===== src/rtl/example_apb_regs.sv =====
// rtl/example_apb_regs.sv - APB4 slave for the example register bank
// Bus setup fields are latched so a new SETUP may overlap the completing access.
package example_sv_pkg;
  localparam int addr_width = 3;

  typedef struct packed {
    logic [19:0] reg7;
    logic [31:0] reg6;
    logic [31:0] reg5;
    logic [3:0]  reg4;
    logic [7:0]  reg3;
    logic [5:0]  reg2;
    logic [31:0] reg1;
    logic [31:0] reg0;
  } example_struct_type;

  localparam logic [31:0] reg0ResetVal = 32'h0;
  localparam logic [31:0] reg1ResetVal = 32'h1;
  localparam logic [5:0]  reg2ResetVal = 6'h01;
  localparam logic [7:0]  reg3ResetVal = 8'h1;
  localparam logic [3:0]  reg4ResetVal = 4'hC;
  localparam logic [19:0] reg7ResetVal = 20'h00000;

  function automatic logic [31:0] read_example(input example_struct_type r,
                                               input logic [addr_width-1:0] a);
    logic [31:0] v;
    v = '0;
    case (a)
      3'd0:    v = r.reg0;
      3'd1:    v = r.reg1;
      3'd2:    v = {26'd0, r.reg2};
      3'd3:    v = {24'd0, r.reg3};
      3'd4:    v = {28'd0, r.reg4};
      3'd5:    v = r.reg5;
      3'd6:    v = r.reg6;
      default: v = {12'd0, r.reg7};
    endcase
    return v;
  endfunction

  function automatic example_struct_type write_example(input logic [31:0] d,
                                                       input logic [addr_width-1:0] a,
                                                       input example_struct_type r);
    example_struct_type n;
    n = r;
    case (a)
      3'd0:    n.reg0 = d;
      3'd1:    n.reg1 = d;
      3'd2:    n.reg2 = d[5:0];
      3'd3:    n.reg3 = d[7:0];
      3'd4:    n.reg4 = d[3:0];
      3'd5:    n.reg5 = d;
      3'd6:    n.reg6 = d;
      default: n.reg7 = d[19:0];
    endcase
    return n;
  endfunction
endpackage

module example_apb_regs
  import example_sv_pkg::*;
#(
  parameter int WAIT_STATES = 1
) (
  input  logic                    clk,
  input  logic                    reset,
  input  logic                    psel,
  input  logic                    penable,
  input  logic                    pwrite,
  input  logic [addr_width+1:0]   paddr,
  input  logic [31:0]             pwdata,
  input  logic [3:0]              pstrb,
  output logic [31:0]             prdata,
  output logic                    pready,
  output logic                    pslverr,
  output example_struct_type      regs,
  output logic [7:0]              wr_pulse,
  output logic [7:0]              rd_pulse,
  input  logic                    hw_reg6_we,
  input  logic [31:0]             hw_reg6_data
);
  typedef enum logic [1:0] {IDLE, SETUP, ACCESS} stateType;

  localparam logic [1:0] waitLoad = 2'(WAIT_STATES);

  stateType           state, stateNext;
  logic [1:0]         waitCnt, waitCntNext;
  logic [2:0]         reqAddr, reqAddrNext;
  logic               reqWrite, reqWriteNext;
  logic [31:0]        reqWdata, reqWdataNext;
  logic [3:0]         reqStrb, reqStrbNext;
  example_struct_type regsNext;
  logic               preadyNext;
  logic [31:0]        prdataNext;
  logic [7:0]         wrPulseNext, rdPulseNext;
  logic [31:0]        curVal, merged;
  logic               newSetup, capture;
  logic               unusedAddrBits;

  assign newSetup       = psel && !penable;
  assign pslverr        = 1'b0;
  assign unusedAddrBits = ^paddr[1:0];

  always_comb begin
    stateNext    = state;
    waitCntNext  = waitCnt;
    reqAddrNext  = reqAddr;
    reqWriteNext = reqWrite;
    reqWdataNext = reqWdata;
    reqStrbNext  = reqStrb;
    regsNext     = regs;
    wrPulseNext  = '0;
    rdPulseNext  = '0;
    capture      = 1'b0;
    curVal       = read_example(regs, reqAddr);
    merged       = curVal;

    case (state)
      IDLE: begin
        if (newSetup) begin
          stateNext = SETUP;
          capture   = 1'b1;
        end
      end
      SETUP: begin
        stateNext   = ACCESS;
        waitCntNext = waitLoad;
      end
      ACCESS: begin
        if (pready) begin
          if (newSetup) begin
            stateNext = SETUP;
            capture   = 1'b1;
          end else begin
            stateNext = IDLE;
          end
        end else if (!psel) begin
          stateNext = IDLE;
        end else begin
          waitCntNext = waitCnt - 2'd1;
        end
      end
      default: stateNext = IDLE;
    endcase

    if (capture) begin
      reqAddrNext  = paddr[4:2];
      reqWriteNext = pwrite;
      reqWdataNext = pwdata;
      reqStrbNext  = pstrb;
    end

    // Hardware load first so a same-cycle bus write to reg6 overrides it.
    if (hw_reg6_we) begin
      regsNext.reg6 = hw_reg6_data;
    end

    if (pready) begin
      if (reqWrite) begin
        for (int k = 0; k < 4; k++) begin
          merged[8*k +: 8] = reqStrb[k] ? reqWdata[8*k +: 8] : curVal[8*k +: 8];
        end
        regsNext    = write_example(merged, reqAddr, regsNext);
        wrPulseNext = 8'b1 << reqAddr;
      end else begin
        rdPulseNext = 8'b1 << reqAddr;
      end
    end

    preadyNext = (stateNext == ACCESS) && (waitCntNext == 2'd0);
    prdataNext = (preadyNext && !reqWrite) ? read_example(regsNext, reqAddr) : 32'd0;
  end

  always_ff @(posedge clk) begin
    if (reset) begin
      state     <= IDLE;
      waitCnt   <= '0;
      reqAddr   <= '0;
      reqWrite  <= 1'b0;
      reqWdata  <= '0;
      reqStrb   <= '0;
      pready    <= 1'b0;
      prdata    <= '0;
      wr_pulse  <= '0;
      rd_pulse  <= '0;
      regs.reg0 <= reg0ResetVal;
      regs.reg1 <= reg1ResetVal;
      regs.reg2 <= reg2ResetVal;
      regs.reg3 <= reg3ResetVal;
      regs.reg4 <= reg4ResetVal;
      regs.reg7 <= reg7ResetVal;
    end else begin
      state     <= stateNext;
      waitCnt   <= waitCntNext;
      reqAddr   <= reqAddrNext;
      reqWrite  <= reqWriteNext;
      reqWdata  <= reqWdataNext;
      reqStrb   <= reqStrbNext;
      pready    <= preadyNext;
      prdata    <= prdataNext;
      wr_pulse  <= wrPulseNext;
      rd_pulse  <= rdPulseNext;
      regs      <= regsNext;
    end
  end
endmodule


===== config.mk =====
export PLATFORM = sky130hd
export DESIGN_NAME = example_apb_regs
export DESIGN_NICKNAME = d
export VERILOG_FILES = /design/src/rtl/example_apb_regs.sv
export SDC_FILE = /design/constraint.sdc
export NUM_CORES = 1
export LEC_CHECK = 0
export BUFFER_PORTS_ARGS = -buffer_cell sky130_fd_sc_hd__buf_2
export CORE_ASPECT_RATIO = 1.75
export CORE_MARGIN = 2
export CORE_UTILIZATION = 59
export CTS_CLUSTER_DIAMETER = 100
export DETAILED_ROUTE_END_ITERATION = 6
export PLACE_DENSITY = 0.95
export SLEW_MARGIN = 25
export SYNTH_ARGS = -nofsm -noshare
export SYNTH_HDL_FRONTEND = slang
export SYNTH_SLANG_ARGS = --single-unit

===== constraint.sdc =====
create_clock -name clk -period 8.35 [get_ports clk]
set_clock_uncertainty 0.2 [all_clocks]
set_input_delay 0.835 -clock clk [delete_from_list [all_inputs] [get_ports clk]]
set_output_delay 0.835 -clock clk [all_outputs]
set_load 0.05 [all_outputs]

==> results of run 1 <==
[sequential cells by signal, summed over array words and instances, names as in the netlist, 3 cells and up]
name	cells
regs	166
prdata	32
reqWdata	32
rd_pulse	8
wr_pulse	8
reqStrb	4
reqAddr	3
[power groups by stage]
stage	sequential (mW)	clock, mW	combinational (mW)
after detailed placement	1.40	0	0.354
after global placement	1.40	0	0.348
final	1.37	1.09	0.369
after CTS	1.37	1.09	0.356
after global routing	1.38	1.13	0.385
after floorplan	1.45	0	0.188
[cell type report]
| class | instances | area share (%) |
|---|---|---|
| multi-input cells | 1150 | 43.6 |
| inverters | 20 | 0.485 |
| flip-flops and latches | 259 | 37.7 |
| clock buffers | 36 | 4.82 |
| clock inverters | 5 | 0.153 |
| well taps | 296 | 2.39 |
| repair buffers | 321 | 10.9 |
[worst min path at each step]
stage            startpoint            to  slack [ps]
2_1_floorplan  reqWdata[25]  reqWdata[25]         230
6_report       reqWdata[28]  reqWdata[28]         260
3_3_place_gp   reqWdata[28]  reqWdata[28]         240
3_5_place_dp   reqWdata[26]  reqWdata[26]         250
5_1_grt        reqWdata[22]  reqWdata[22]         270
4_1_cts        reqWdata[26]  reqWdata[26]         260
[cell usage after synthesis (9+ instances only)]
library cell / instances
a211oi_1: 86
a21oi_1: 131
a221oi_1: 30
a22o_1: 9
a22oi_1: 31
a311oi_1: 12
a31oi_1: 15
and2_1: 11
and3_1: 11
buf_1: 12
buf_2: 52
clkbuf_1: 59
dfxtp_1: 195
edfxtp_1: 64
inv_1: 18
mux2_2: 18
mux2i_1: 63
nand2_1: 257
nand2b_1: 16
nand3_1: 30
nor2_1: 169
nor2b_1: 16
nor3_1: 25
o211ai_1: 18
o21a_1: 13
o21ai_0: 56
o22ai_1: 9
[logic make-up after synthesis]
group | Yosys count
flip-flops | 259
adder cells (fa/ha/maj) | 4
buffers and inverters | 156
multiplexers | 81
other | 1
AND/OR/NAND/NOR | 592
AO/OA/AOI/OAI | 472
[metal layers]
layer	vias to the layer above	part of all wire, %	track usage, %
li1	6115	-	-
met1	6463	31	46.3
met2	1343	46	67.1
met3	381	13	9.07
met4	0	10	37.8
met5	-	0	0
[critical path, stage by stage, from the launching register on]
cell and delay [ps]:
dfxtp_2 960, clkinv_1 1010, a221oi_1 640, o41ai_1 140, buf_4 180, or3_1 370
a311oi_1 800
[metrics by stage]
step	util (%)	cells	cell area, um2	setup slack [ps]
2_1_floorplan	-	1565	13300	4450
3_3_place_gp	66.7	2046	14700	4430
3_5_place_dp	66.7	2046	14700	4430
4_1_cts	70.2	2087	15500	4420
5_1_grt	70.2	2087	15500	3860
6_report	70.2	2087	15500	3800
==> flow_summary.ini, run 1 <==
[status]
status = finished with violations
violations = DRC

[setup_path]
cp.arrival_ps = 4690
start_kind = register
rr_endpoint = prdata[3]
crit_path_end_kind = register
reg2reg_slack_ps = 3800
worstPathRequired_ps = 8490
worstSetupStartpoint = reqAddr[1]
reg2reg_from = reqAddr[1]
critPathMaxFanout = 40
worstSetupEndpoint = prdata[3]
worstSetupPathType = register to register
r2r_cells = 6

[min_path]
hold_class = register to register
worst_hold_path.num_cells = 2

[timing]
timing.hold.ws_ps = 262
hold_violations = 0
rsz0062_at_grt = no
slew_headroom_pct = 23.9
finalCritPeriodShare_pct = 54.5
slew_violations = 0
setup_viol = 0
finalCriticalPeriod_ps = 4550
worstMarginPinSlew_ps = 1140
fin_setup_tns_ps = 0
max_freq_mhz = 220

[placement]
dp_hpwl_um = 33600
io_buffer_count = 291
place_congestion = 1.02

[yosys]
synth_top_family_by_area = compound AO/OA/AOI/OAI gates
synth.net_count = 1648
ys_seq_area_share_pct = 43.9
synth_top_cell_area_share_pct = 29.4
yosys.area_share.simple_pct = 20.0
synth_xor_xnor_area_share_pct = 0
synthFlopType = dfxtp_1
netlist_instances = 1565
syn_area_um2 = 13300
synth_top_cell_by_area = dfxtp_1
ys_seq_elements = 259
ys_async_sr_fraction_pct = 0
synthTopCellsByArea = dfxtp_1 29%, edfxtp_1 14%, nand2_1 7.3%
synthMuxAreaShare_pct = 6.28
yosys_warnings = 0
avgSynthCellArea_um2 = 8.48
yosys.area_share.adder_pct = 0.377
synth_edf_count = 64
synth_compound_area_share_pct = 24.0
ys_types = 71

[final_layout]
multi_input_area_um2 = 6760
area_delta_synth_final_pct = 16.7
seq_area_um2 = 5830
final_common_cell = buf_2
nNetsFinal = 1858
drive_gt1_share_pct = 22.9
n_fill_cell = 1676
final_cell_mix = 290 x buf_2, 257 x nand2_1, 192 x dfxtp_1
antenna_cells = 0

[clock_network]
htree_levels = 1
cts_buffers = 23
cts_root_buf = clkbuf_16
clk_pin_slew_ps = 60
clock-sinks = 259
holdBufCountCts = 0
postCtsSetupBuffers = 0
clk_path_buf_depth = 3
cts_tree = yes
postCtsResizedCells = 0
clock_latency_ps = 530

[pwr]
max-vdd-ir-drop_uv = 172
clkPwrFrac_pct = 38.5
p_total_mw = 2.84
combPwrFrac_pct = 13.0
leakagePower_nw = 6.19
switching_power_uw = 801
internal_power_mw = 2.04
power_density_nw_per_um2 = 183
sw_frac_of_total_pct = 28.2
p_seq_share_pct = 48.4

[floorplanning]
dieArea_um2 = 23800
ios = 295
die_y_um = 202
fp.coreArea_um2 = 22100
fp-row-count = 72
start_util_pct = 60.2
die_x_um = 117

[grt]
grt_max_degree = 81
grt_pass1_wl_um = 77600
antenna_found_initial = 0
track_usage_pct = 41.8
grt_pass1_vias = 13900
overflow = 0

[detailed_routing]
ant_nets = 0
wl_per_cell_um = 24.8
vias_per_cell = 6.85
drt_wl_total_um = 51800
num_vias = 14300
drtIter0Drc = 2245
drc_errors = 1
first_pass_iters = 7

[job]
drv_cap = 0
No activity file was read; power rests on OpenSTA's default activity.
==> inputs of run 2 (changes only) <==
CORE_UTILIZATION = 55   (was 59)
PLACE_DENSITY = 0.91   (was 0.95)
clock period = 4.8 ns   (was 8.35 ns; I/O delays follow)
==> run 2 against run 1 <==
The run still ends with DRC left. Critical path depth rose by 1. First-iteration DRC count fell by 4.6%. Sequential cell count did not move. Global-route usage fell by 1.7 points. Count of clock-buffer cells in the layout fell by 4. Via count barely moved. Non-clock buffer count rose by 37. Largest power group unchanged.
==> flow_summary.ini, run 2 (synthesis results as in run 1) <==
[final_layout]
nNetsFinal = 1895
seq_area_um2 = 5830
final_common_cell = buf_2
largest_reg_flops = 166
largestRegisters = regs (166), prdata (32), reqWdata (32)
top_register = regs
drive_gt1_share_pct = 23.2
area_delta_synth_final_pct = 19.8
antenna_cells = 0
final_cell_area_um2 = 15900
final_cell_mix = 290 x buf_2, 257 x nand2_1, 192 x dfxtp_1
multi_input_area_um2 = 6770
n_fill_cell = 1895

[timing]
finalCritPeriodShare_pct = 72.9
hold_violations = 0
finalCriticalPeriod_ps = 3500
rsz0062_at_grt = no
fin_setup_tns_ps = 0
slew_headroom_pct = 30.2
slew_violations = 0
setup_viol = 0
worstMarginPinSlew_ps = 1040
max_freq_mhz = 286

[placement]
dpl_cell_area_um2 = 14800
io_buffer_count = 291
place_congestion = 0.964
dp_hpwl_um = 35100

[detailed_routing]
drt_wl_total_um = 52500
vias_per_cell = 6.69
wl_per_cell_um = 24.6
first_pass_iters = 7
ant_nets = 0
drtIter0Drc = 2142
num_vias = 14300
drc_errors = 1

[clock_network]
clock-sinks = 259
clock_latency_ps = 540
clk_path_buf_depth = 3
cts_buffers = 23
cts_root_buf = clkbuf_16
htree_levels = 1
cts_tree = yes
clk_pin_slew_ps = 70

[setup_path]
crit_path_end_kind = register
reg2reg_slack_ps = 1300
worstPathRequired_ps = 5000
start_kind = register
worstSetupEndpoint = prdata[3]
cp.arrival_ps = 3700
reg2reg_from = reqAddr[2]
worstSetupPathType = register to register
r2r_cells = 7
critPathMaxFanout = 66
worstSetupStartpoint = reqAddr[2]
rr_endpoint = prdata[3]

[floorplanning]
die_y_um = 210
die_x_um = 121
fp-row-count = 75
dieArea_um2 = 25500
fp.coreArea_um2 = 23800
start_util_pct = 55.7
ios = 295

[min_path]
hold_class = input port to register

[grt]
antenna_found_initial = 0
overflow = 0
grt_pass1_vias = 13800
grt_max_degree = 93
track_usage_pct = 40.1
grt_pass1_wl_um = 78300

[job]
drv_cap = 0

[status]
violations = DRC
status = finished with violations

[pwr]
max-vdd-ir-drop_uv = 303
leakagePower_nw = 6.37
power_density_nw_per_um2 = 317
-- run 2: changes by cell type in the layout (fill, tap and decap cells not counted), moves of 2 or more --
cell           delta
buf_4            +11
bufinv_16         +2
dlygate4sd3_1    +24
clkbuf_8          -6
-- run 2: worst min-delay path by stage --
| stage | end | cells after the start | start | slack, ps |
|---|---|---|---|---|
| after floorplan | reqWdata[25] | 2 | reqWdata[25] | 230 |
| after global placement | reqWdata[25] | 2 | reqWdata[25] | 240 |
| after detailed placement | reqWdata[25] | 2 | reqWdata[25] | 240 |
| after CTS | reqStrb[1] | 3 | pstrb[1] | 1 |
| after global routing | reqStrb[1] | 3 | pstrb[1] | 6 |
| final | reqWdata[10] | 3 | pwdata[10] | 2 |
-- run 2: per-stage QoR --
step | utilization (%) | hold WS (ps) | cells | setup WS (ps) | power (mW)
floorplan | - | 231 | 1565 | 1260 | 2.85
global placement | 62.2 | 241 | 2069 | 1470 | 3.04
detailed placement | 62.2 | 244 | 2069 | 1460 | 3.06
CTS | 66.5 | 1.47 | 2134 | 1450 | 4.99
global route | 66.7 | 6.13 | 2136 | 1190 | 5.14
finish | 66.7 | 2.06 | 2136 | 1300 | 5.04
-- run 2: power breakdown --
| group | switching, mW | internal, mW |
|---|---|---|
| registers | 0.0963 | 2.30 |
| logic | 0.471 | 0.192 |
| clock network | 0.859 | 1.12 |
-- run 2: layout make-up --
type,count,area share (%)
inverter,20,0.472
clock buffer,32,4.36
clock inverter,9,0.614
multi-input combinational,1150,42.5
sequential,259,36.7
tap,308,2.42
timing repair buffer,358,12.9
-- run 2: metal layers --
metal | vias to the layer above | global-route usage, % | wire length [um]
met1 | 6563 | 43.6 | 16400
met5 | - | 0 | 0
met2 | 1198 | 65.7 | 24900
met3 | 345 | 8.13 | 6020
li1 | 6191 | - | -
met4 | 0 | 34.5 | 5260
-- run 2: repair_timing --
| action | CTS | global route |
|---|---|---|
| setup buffers | 0 | 0 |
| hold endpoints to repair | 24 | 0 |
| hold buffers | 24 | 0 |
| resized for setup | 0 | 0 |
-- run 2: critical path, stage by stage (launching register included) --
cell	delay, ps
dfxtp_4	900
nand3_1	390
nor2_2	670
buf_4	330
nor3_1	60
nor3_1	240
a21oi_1	140
a311oi_1	400
